### src/rtl/pwm_pkg.sv
// Shared definitions for the dead-time PWM generator: default widths and
// the per-leg state encoding used by pwm_leg.
package pwm_pkg;

  localparam int WIDTH_DEF   = 16;
  localparam int DT_BITS_DEF = 8;

  typedef enum logic [2:0] {
    LEG_OFF,
    LEG_LO,
    LEG_DEAD_R,
    LEG_HI,
    LEG_DEAD_F
  } leg_state_e;

endpackage

### src/rtl/pwm_leg.sv
// One half-bridge leg: registered signed compare of the active reference
// against this leg's carrier, gate FSM and dead-time down-counter.
//   i_ref_active  signed active reference (shared by all legs)
//   i_carrier     signed carrier for this leg
//   i_dead_time   dead-time cycles, sampled on entry to a DEAD state
//   i_run         1 = enabled and no latched fault; 0 forces OFF next cycle
//   o_gate_h/l    registered high/low side gates, decoded from next state
//
// state      | meaning
// LEG_OFF    | both gates off, waiting for run
// LEG_LO     | low side on
// LEG_DEAD_R | both off, rising toward HI while counter runs
// LEG_HI     | high side on
// LEG_DEAD_F | both off, falling toward LO while counter runs
module pwm_leg
  import pwm_pkg::*;
#(
  parameter int WIDTH   = WIDTH_DEF,
  parameter int DT_BITS = DT_BITS_DEF
) (
  input  logic                      clk,
  input  logic                      rst_n,
  input  logic signed [WIDTH-1:0]   i_ref_active,
  input  logic signed [WIDTH-1:0]   i_carrier,
  input  logic        [DT_BITS-1:0] i_dead_time,
  input  logic                      i_run,
  output logic                      o_gate_h,
  output logic                      o_gate_l
);

  leg_state_e         r_state;
  leg_state_e         w_state_nxt;
  logic [DT_BITS-1:0] r_cnt;
  logic [DT_BITS-1:0] w_cnt_nxt;
  logic [DT_BITS-1:0] w_dt_load;
  logic               r_cmp;
  logic               r_gate_h;
  logic               r_gate_l;

  // A zero dead time still produces one dead cycle.
  assign w_dt_load = (i_dead_time == '0) ? DT_BITS'(1) : i_dead_time;

  always_ff @(posedge clk or negedge rst_n) begin
    if (!rst_n) begin
      r_cmp    <= 1'b0;
      r_state  <= LEG_OFF;
      r_cnt    <= '0;
      r_gate_h <= 1'b0;
      r_gate_l <= 1'b0;
    end else begin
      r_cmp    <= (i_ref_active > i_carrier);
      r_state  <= w_state_nxt;
      r_cnt    <= w_cnt_nxt;
      r_gate_h <= (w_state_nxt == LEG_HI);
      r_gate_l <= (w_state_nxt == LEG_LO);
    end
  end

  // The counter is checked against 1 so that the transition out of DEAD
  // happens on the edge where it would reach 0; the dead interval is then
  // exactly w_dt_load cycles long.
  always_comb begin
    w_state_nxt = r_state;
    w_cnt_nxt   = r_cnt;
    if (!i_run) begin
      w_state_nxt = LEG_OFF;
      w_cnt_nxt   = '0;
    end else begin
      case (r_state)
        LEG_OFF: begin
          w_state_nxt = r_cmp ? LEG_DEAD_R : LEG_DEAD_F;
          w_cnt_nxt   = w_dt_load;
        end
        LEG_LO: begin
          if (r_cmp) begin
            w_state_nxt = LEG_DEAD_R;
            w_cnt_nxt   = w_dt_load;
          end
        end
        LEG_DEAD_R: begin
          if (!r_cmp) begin
            w_state_nxt = LEG_LO;
            w_cnt_nxt   = '0;
          end else if (r_cnt == DT_BITS'(1)) begin
            w_state_nxt = LEG_HI;
            w_cnt_nxt   = '0;
          end else begin
            w_cnt_nxt   = r_cnt - DT_BITS'(1);
          end
        end
        LEG_HI: begin
          if (!r_cmp) begin
            w_state_nxt = LEG_DEAD_F;
            w_cnt_nxt   = w_dt_load;
          end
        end
        LEG_DEAD_F: begin
          if (r_cmp) begin
            w_state_nxt = LEG_HI;
            w_cnt_nxt   = '0;
          end else if (r_cnt == DT_BITS'(1)) begin
            w_state_nxt = LEG_LO;
            w_cnt_nxt   = '0;
          end else begin
            w_cnt_nxt   = r_cnt - DT_BITS'(1);
          end
        end
        default: begin
          w_state_nxt = LEG_OFF;
          w_cnt_nxt   = '0;
        end
      endcase
    end
  end

  assign o_gate_h = r_gate_h;
  assign o_gate_l = r_gate_l;

endmodule

### src/rtl/pwm_deadtime_gen.sv
// Three-leg complementary PWM generator with dead time. Compares one
// double-buffered signed reference against three carriers and drives
// high/low gate pairs; a sticky fault latch forces every gate off.
//   clk, rst_n            clock, async active-low reset
//   carrier1..3           signed carriers for legs 1..3
//   ref_in, ref_load      reference value and strobe into the shadow register
//   sync                  shadow -> active reference at carrier wrap
//   dead_time             dead-time cycles
//   enable                0 = all legs OFF
//   fault, fault_clr      fault input (level) and latch clear
//   gate_h, gate_l        gates, bit i = leg i+1
//   fault_lat             sticky fault status
module pwm_deadtime_gen
  import pwm_pkg::*;
#(
  parameter int WIDTH   = WIDTH_DEF,
  parameter int DT_BITS = DT_BITS_DEF
) (
  input  logic                      clk,
  input  logic                      rst_n,
  input  logic signed [WIDTH-1:0]   carrier1,
  input  logic signed [WIDTH-1:0]   carrier2,
  input  logic signed [WIDTH-1:0]   carrier3,
  input  logic signed [WIDTH-1:0]   ref_in,
  input  logic                      ref_load,
  input  logic                      sync,
  input  logic        [DT_BITS-1:0] dead_time,
  input  logic                      enable,
  input  logic                      fault,
  input  logic                      fault_clr,
  output logic        [2:0]         gate_h,
  output logic        [2:0]         gate_l,
  output logic                      fault_lat
);

  logic signed [WIDTH-1:0] r_shadow;
  logic signed [WIDTH-1:0] r_active;
  logic                    r_fault_lat;
  logic signed [WIDTH-1:0] w_carrier [3];
  logic [2:0]              w_gate_h;
  logic [2:0]              w_gate_l;
  logic                    w_run;

  // A simultaneous load and sync commits the old shadow value: both
  // registers sample their pre-edge inputs.
  always_ff @(posedge clk or negedge rst_n) begin
    if (!rst_n) begin
      r_shadow    <= '0;
      r_active    <= '0;
      r_fault_lat <= 1'b0;
    end else begin
      if (ref_load) r_shadow <= ref_in;
      if (sync)     r_active <= r_shadow;
      if (fault)          r_fault_lat <= 1'b1;
      else if (fault_clr) r_fault_lat <= 1'b0;
    end
  end

  assign w_run = enable & ~r_fault_lat;

  assign w_carrier[0] = carrier1;
  assign w_carrier[1] = carrier2;
  assign w_carrier[2] = carrier3;

  for (genvar g = 0; g < 3; g++) begin : g_leg
    pwm_leg #(
      .WIDTH   (WIDTH),
      .DT_BITS (DT_BITS)
    ) u_leg (
      .clk          (clk),
      .rst_n        (rst_n),
      .i_ref_active (r_active),
      .i_carrier    (w_carrier[g]),
      .i_dead_time  (dead_time),
      .i_run        (w_run),
      .o_gate_h     (w_gate_h[g]),
      .o_gate_l     (w_gate_l[g])
    );
  end

  // The latch masks the gates directly so they drop on the same edge the
  // fault is captured, one cycle before the legs themselves reach OFF.
  assign gate_h    = w_gate_h & {3{~r_fault_lat}};
  assign gate_l    = w_gate_l & {3{~r_fault_lat}};
  assign fault_lat = r_fault_lat;

endmodule

### config.mk
export PLATFORM = sky130hd
export DESIGN_NAME = pwm_deadtime_gen
export DESIGN_NICKNAME = d
export VERILOG_FILES = /design/src/rtl/pwm_pkg.sv /design/src/rtl/pwm_leg.sv /design/src/rtl/pwm_deadtime_gen.sv
export SDC_FILE = /design/constraint.sdc
export NUM_CORES = 1
export LEC_CHECK = 0
export CAP_MARGIN = 10
export CORE_MARGIN = 10
export CORE_UTILIZATION = 58
export DETAILED_ROUTE_END_ITERATION = 10
export GPL_TIMING_DRIVEN = 0
export PLACE_DENSITY = 0.89
export SYNTH_ARGS = -nofsm -noshare
export SYNTH_HDL_FRONTEND = slang
export SYNTH_SLANG_ARGS = --single-unit
### constraint.sdc
create_clock -name clk -period 3.2 [get_ports clk]
set_clock_uncertainty 0.05 [all_clocks]
set_input_delay 0.8 -clock clk [delete_from_list [all_inputs] [get_ports clk]]
set_output_delay 0.8 -clock clk [all_outputs]
set_load 0.02 [all_outputs]
# Word level (Yosys, flattened, before mapping)
# Cells that the tools add are included.
[word_totals]
reg_bits = 75
latchBits = 0
ramBits = 0
rom_bits = 0
output_inout_bits = 7
elab_cells = 114
n_memories = 0
[op_classes]
addsub = 3
n_mul = 0
n_div = 0
n_lt_le_gt_ge = 3
eq_ne = 27
shift = 0
n_mux = 51
n_bitwise = 4
reduce_logical = 8
[ops]
columns = ["op", "count"]
rows = [
  ["$mux 8", 19],
  ["$pmux 8 s5", 3],
  ["$mux 3", 24],
  ["$gt 16x16->1", 3],
  ["$pmux 3 s5", 3],
  ["$eq 3x2->1 const B", 9],
  ["$eq 8x1->1 const B", 3],
  ["$sub 8x1->8 const B", 3],
  ["$eq 3x1->1 const B", 6],
  ["$ne 3x3->1 const B", 4],
  ["$eq 3x3->1 const B", 3],
  ["$logic_not 3->1", 3],
  ["$logic_not 8->1", 1],
  ["$and 3x3->3", 2],
  ["$ne 3x2->1 const B", 2],
  ["$reduce_and 2->1", 3],
  ["$mux 1", 2],
  ["$reduce_bool 2->1", 1],
  ["$and 1x1->1", 1],
  ["$not 1->1", 1],
]

# Longest topological paths before layout
[depth]
ltp_word = 6
depth_mapped = 9
mapped_depth_nobuf = 8

# Modules after synthesis
# Synthesis repeated with hierarchy kept, for this count alone.
[hier_totals]
cells_unflattened = 580
hier_area_um2 = 5444.0
[by_module_without_submodules]
columns = ["mod", "n_inst", "cells_each", "area_each_um2", "seq_area_each_um2"]
rows = [
  ["pwm_deadtime_gen", 1, 78, 1378.8, 825.8],
  ["pwm_leg at g_leg[1].u_leg", 1, 166, 1365.1, 350.3],
  ["pwm_leg at g_leg[0].u_leg", 1, 170, 1357.6, 350.3],
  ["pwm_leg at g_leg[2].u_leg", 1, 166, 1342.5, 350.3],
]

# Least setup slack after synthesis
# No wires, ideal clock.
[synth_path]
kind = "input to register"
start = "in carrier1[5]"
end = "reg g_leg[0].u_leg.r_cmp"
setup_ns = 0.139
t_arrival_ns = 1.984
t_required_ns = 3.011
path_slack_ns = 1.028
path_stages = 8
path_buffers = 0
path_cell_list = "inv_1 -> ha_1 -> a21oi_1 -> nor2_1 -> a211oi_1 -> nor3_1 -> a2111oi_0 -> a211oi_1"
[synth_between]
elab_chain_cells = 1
[synth_lines]
columns = ["item", "line", "rtl"]
rows = [
  ["start, declared", "pwm_deadtime_gen.sv:21", "input logic signed [WIDTH-1:0] carrier1,"],
  ["$gt 16x16->1", "pwm_leg.sv:51", "r_cmp <= (i_ref_active > i_carrier);"],
  ["end signal, assigned", "pwm_leg.sv:51", ""],
  ["end, declared", "pwm_leg.sv:36", "logic r_cmp;"],
]
# Every way passes these cells.
# A chain may end at the register's enable or synchronous reset.

# Final worst setup path
[layout_path]
start = "in carrier3[15]"
end = "reg g_leg[2].u_leg.r_cmp"
[layout_between]
elab_chain_cells = 1
[layout_lines]
columns = ["item", "line", "rtl"]
rows = [
  ["start, declared", "pwm_deadtime_gen.sv:23", "input logic signed [WIDTH-1:0] carrier3,"],
  ["$gt 16x16->1", "pwm_leg.sv:51", ""],
  ["end signal, assigned", "pwm_leg.sv:51", ""],
  ["end, declared", "pwm_leg.sv:36", ""],
]
# Every way passes these cells.

==> run summary <==
Worst vdd ir: 0.000234 V
Top_reg_cell synth: dfrtp_1
H-tree depth: 3
Fmax: 375 MHz
Routability cong.: 0.932
Clock tree from TritonCTS: built
Seq/Total Area, Yosys: 36.4%
Post-DRT Antenna Nets: 0
Hold slack: 0.332 ns
Clock sinks: 75
Grt total ovfl: 0
# rows: 34
Clock Path Buffers: 2
DP Wirelength: 10500 um
PD cells: 428 nW/um2
Crit start category: primary input
Slew of the pin with the lowest slew margin: 0.824 ns
Starting DRT DRC Count: 261
Max_cap viols: 0
Total negative slack: 0 ns
Setup bufs post-CTS: 0
Setup crit start: carrier3[15]
Mapped Cells: 566
Hold_buf cts: 0
Crit Reg-Reg Endpoint: g_leg[0].u_leg.r_cmp
Post-DR wirelength/cell: 17.5 um
Reg-to-reg slack, setup: 1.04 ns
EDFF count, synth: 0
Iteration count of the initial detailed-routing pass: 5
Core Area: 8680 um2
Die Height: 114 um
DRT Wirelength: 13500 um
Worst-Skew Late Latency: 0.35 ns
Layout net count: 794
Req. time, crit path: 3.42 ns
Cell accounting for the most synthesized area: dfrtp_1
Placed insts: 758
Clk root buf: clkbuf_8
Largest net degree at the start of global routing: 46
R2R depth: 7
RSZ-0062 raised after global routing: no
Unique cell type count in the Yosys netlist: 56
First-pass GRT wire length: 22700 um
Slew margin rel.: 44.6%
Die area: 13000 um2
PortBufs: 83
Leak Pwr: 2.88 nW
Yosys warnings: 0
Area of the multi-input gates: 2920 um2
Critical R2R Launch: r_active[5]
Period utilization: 83.3%
Mean area per synthesized cell: 9.10 um2
Synthesis-to-finish area growth: 23.6%
Die width: 114 um
Synth Register Bits: 75
CTS clock-pin slew for the worst setup and hold paths: 0.08 ns
Period minus WS final: 2.67 ns
Post_cts resized: 0
Synth area leaders: dfrtp_1 (36%), ha_1 (13%), mux2_2 (6.8%)
Critical path data arrival time: 2.89 ns
Fillers: 614
Finished Layout Cells: 774
Residual DRC: 0
Slew Viols, Final: 0
Worst Hold Class: primary input to asynchronous set/reset pin
GRT Overall Usage: 20.9%
Seq. cell area: 1880 um2
CP Max Fanout: 5
Status: complete, no violations
Vias in the first global route: 4779
TritonCTS buffer count: 9
Yosys top cell area share: 36.4%
Num ports: 86
Async SR Flop Fraction: 100%
Initial Util: 59.3%
Layout cell share with drive strength beyond 1: 11.1%
Setup Viol. Count Final: 0
Crit end category: flop
Via-to-Cell Ratio: 6.05
Cell Area, Synth: 5150 um2
Syn Nets: 699
Diode count: 0
Total vias in the final route: 4680
Final Hold Vio Count: 0
Setup CP Type: primary input to flop
Initial antenna violation count: 0
logic make-up after synthesis:
group                    share of synthesized area [%]
adder cells (fa/ha/maj)                           13.1
flip-flops                                        36.4
AND/OR/NAND/NOR                                   17.9
AO/OA/AOI/OAI                                     18.2
multiplexers                                      6.97
buffers and inverters                             6.90
XOR/XNOR                                         0.510
power by group:
group          internal (mW)  leakage (nW)  switching (mW)
Sequential              1.03         0.954          0.0832
Clock                  0.460         0.108           0.377
Combinational          0.362          1.82           0.410
worst max-delay path by stage:
stage / end / slack, ns / depth (start not counted)
6_report: g_leg[2].u_leg.r_cmp / 0.53 / 8
5_1_grt: g_leg[2].u_leg.r_cmp / 0.43 / 8
4_1_cts: gate_h[1] / 0.60 / 2
3_5_place_dp: g_leg[2].u_leg.r_cmp / 0.28 / 8
3_3_place_gp: r_shadow[10] / -1.33 / 1
2_1_floorplan: g_leg[0].u_leg.r_cmp / 1.03 / 8
metrics by stage:
stage / cell area [um2] / setup slack, ns / power, mW / util, %
after floorplan: 5150 / 1.03 / 1.61 / -
after global placement: 6120 / -1.33 / 1.83 / 70.5
after detailed placement: 6140 / 0.284 / 1.89 / 70.8
after CTS: 6370 / 0.603 / 2.72 / 73.4
after global routing: 6370 / 0.427 / 2.87 / 73.4
final: 6370 / 0.534 / 2.72 / 73.4
per-layer routing:
metal / share of wire (%) / global-route usage [%] / up-vias
met5: 0 / 0 / -
met4: 2.4 / 8.35 / 0
met3: 7.6 / 5.50 / 33
met2: 49 / 34.4 / 206
met1: 41 / 25.4 / 2215
li1: - / - / 2226
worst max-delay path, stage by stage:
cell             delay, ns
clkdlybuf4s50_1       0.49
inv_1                 0.05
ha_1                  0.34
nand4_1               0.16
nor4_1                0.47
a221oi_1              0.18
o21ai_0               0.14
mux2i_1               0.24
flip-flops by register name, indices dropped and copies added, names as in the netlist:
register	count
g_leg.u_leg.r_cnt	24
r_active	16
r_shadow	16
g_leg.u_leg.r_state	9
g_leg.u_leg.o_gate_h	3
g_leg.u_leg.o_gate_l	3
g_leg.u_leg.r_cmp	3
fault_lat	1
cell usage after synthesis (2+ instances only):
cell and instances:
nor2b_1 11, o21ai_2 3, nor4_1 11, nor3_1 15, inv_1 69, o2bb2ai_1 3
mux2_2 31, ha_1 54, a2111oi_0 3, nor2b_4 2, nor3b_1 5, xnor2_1 2
nor2_2 2, a21oi_1 52, a31oi_1 3, a21o_1 6, nor2_1 34, a211oi_1 6
nand2_1 28, o41ai_1 3, o31ai_1 2, clkbuf_1 9, and2_1 2, a32oi_1 7
nand3b_1 3, or3_1 4, nand4_1 8, nand2b_1 13, dfrtp_1 75, o21ai_0 30
o22ai_1 15, nand3_1 6, buf_4 3, a22oi_1 5, buf_2 8, and3_1 8
nor4_4 2, o211ai_1 2, o21bai_1 4
cell type report:
type / instances / area share [%]
flip-flops and latches: 75 / 29.5
plain buffers: 20 / 1.51
inverters: 69 / 4.07
repair buffers: 84 / 13.4
clock buffers: 10 / 2.16
clock inverters: 6 / 1.40
multi-input cells: 402 / 45.8
well taps: 108 / 2.12
cells in the final DEF (no fill, tap or decap), drive strengths merged, types with 2 or more instances in the layout:
cell type,Yosys,routed
o31ai,2,2
inv,69,69
nor4,14,14
bufinv,0,2
clkinv,0,2
mux2,31,31
nand3,6,6
clkdlybuf4s50,0,82
o211ai,2,2
dfrtp,75,75
a2111oi,3,3
nor2,36,36
o21bai,4,4
nor3,16,16
clkinvlp,0,2
a21oi,52,52
a31oi,3,3
nor2b,13,13
o21ai,34,34
a32oi,7,7
or3,5,5
nor3b,5,5
and3,8,8
o41ai,3,3
ha,54,54
nand2,28,28
a21o,6,6
buf,11,13
nor4b,2,2
a211oi,6,6
and2,2,2
nand4,8,8
a22oi,5,5
xnor2,2,2
o2bb2ai,3,3
o22ai,15,15
nand3b,3,3
nand2b,13,13
clkbuf,9,19
No activity file was read; power rests on OpenSTA's default activity.
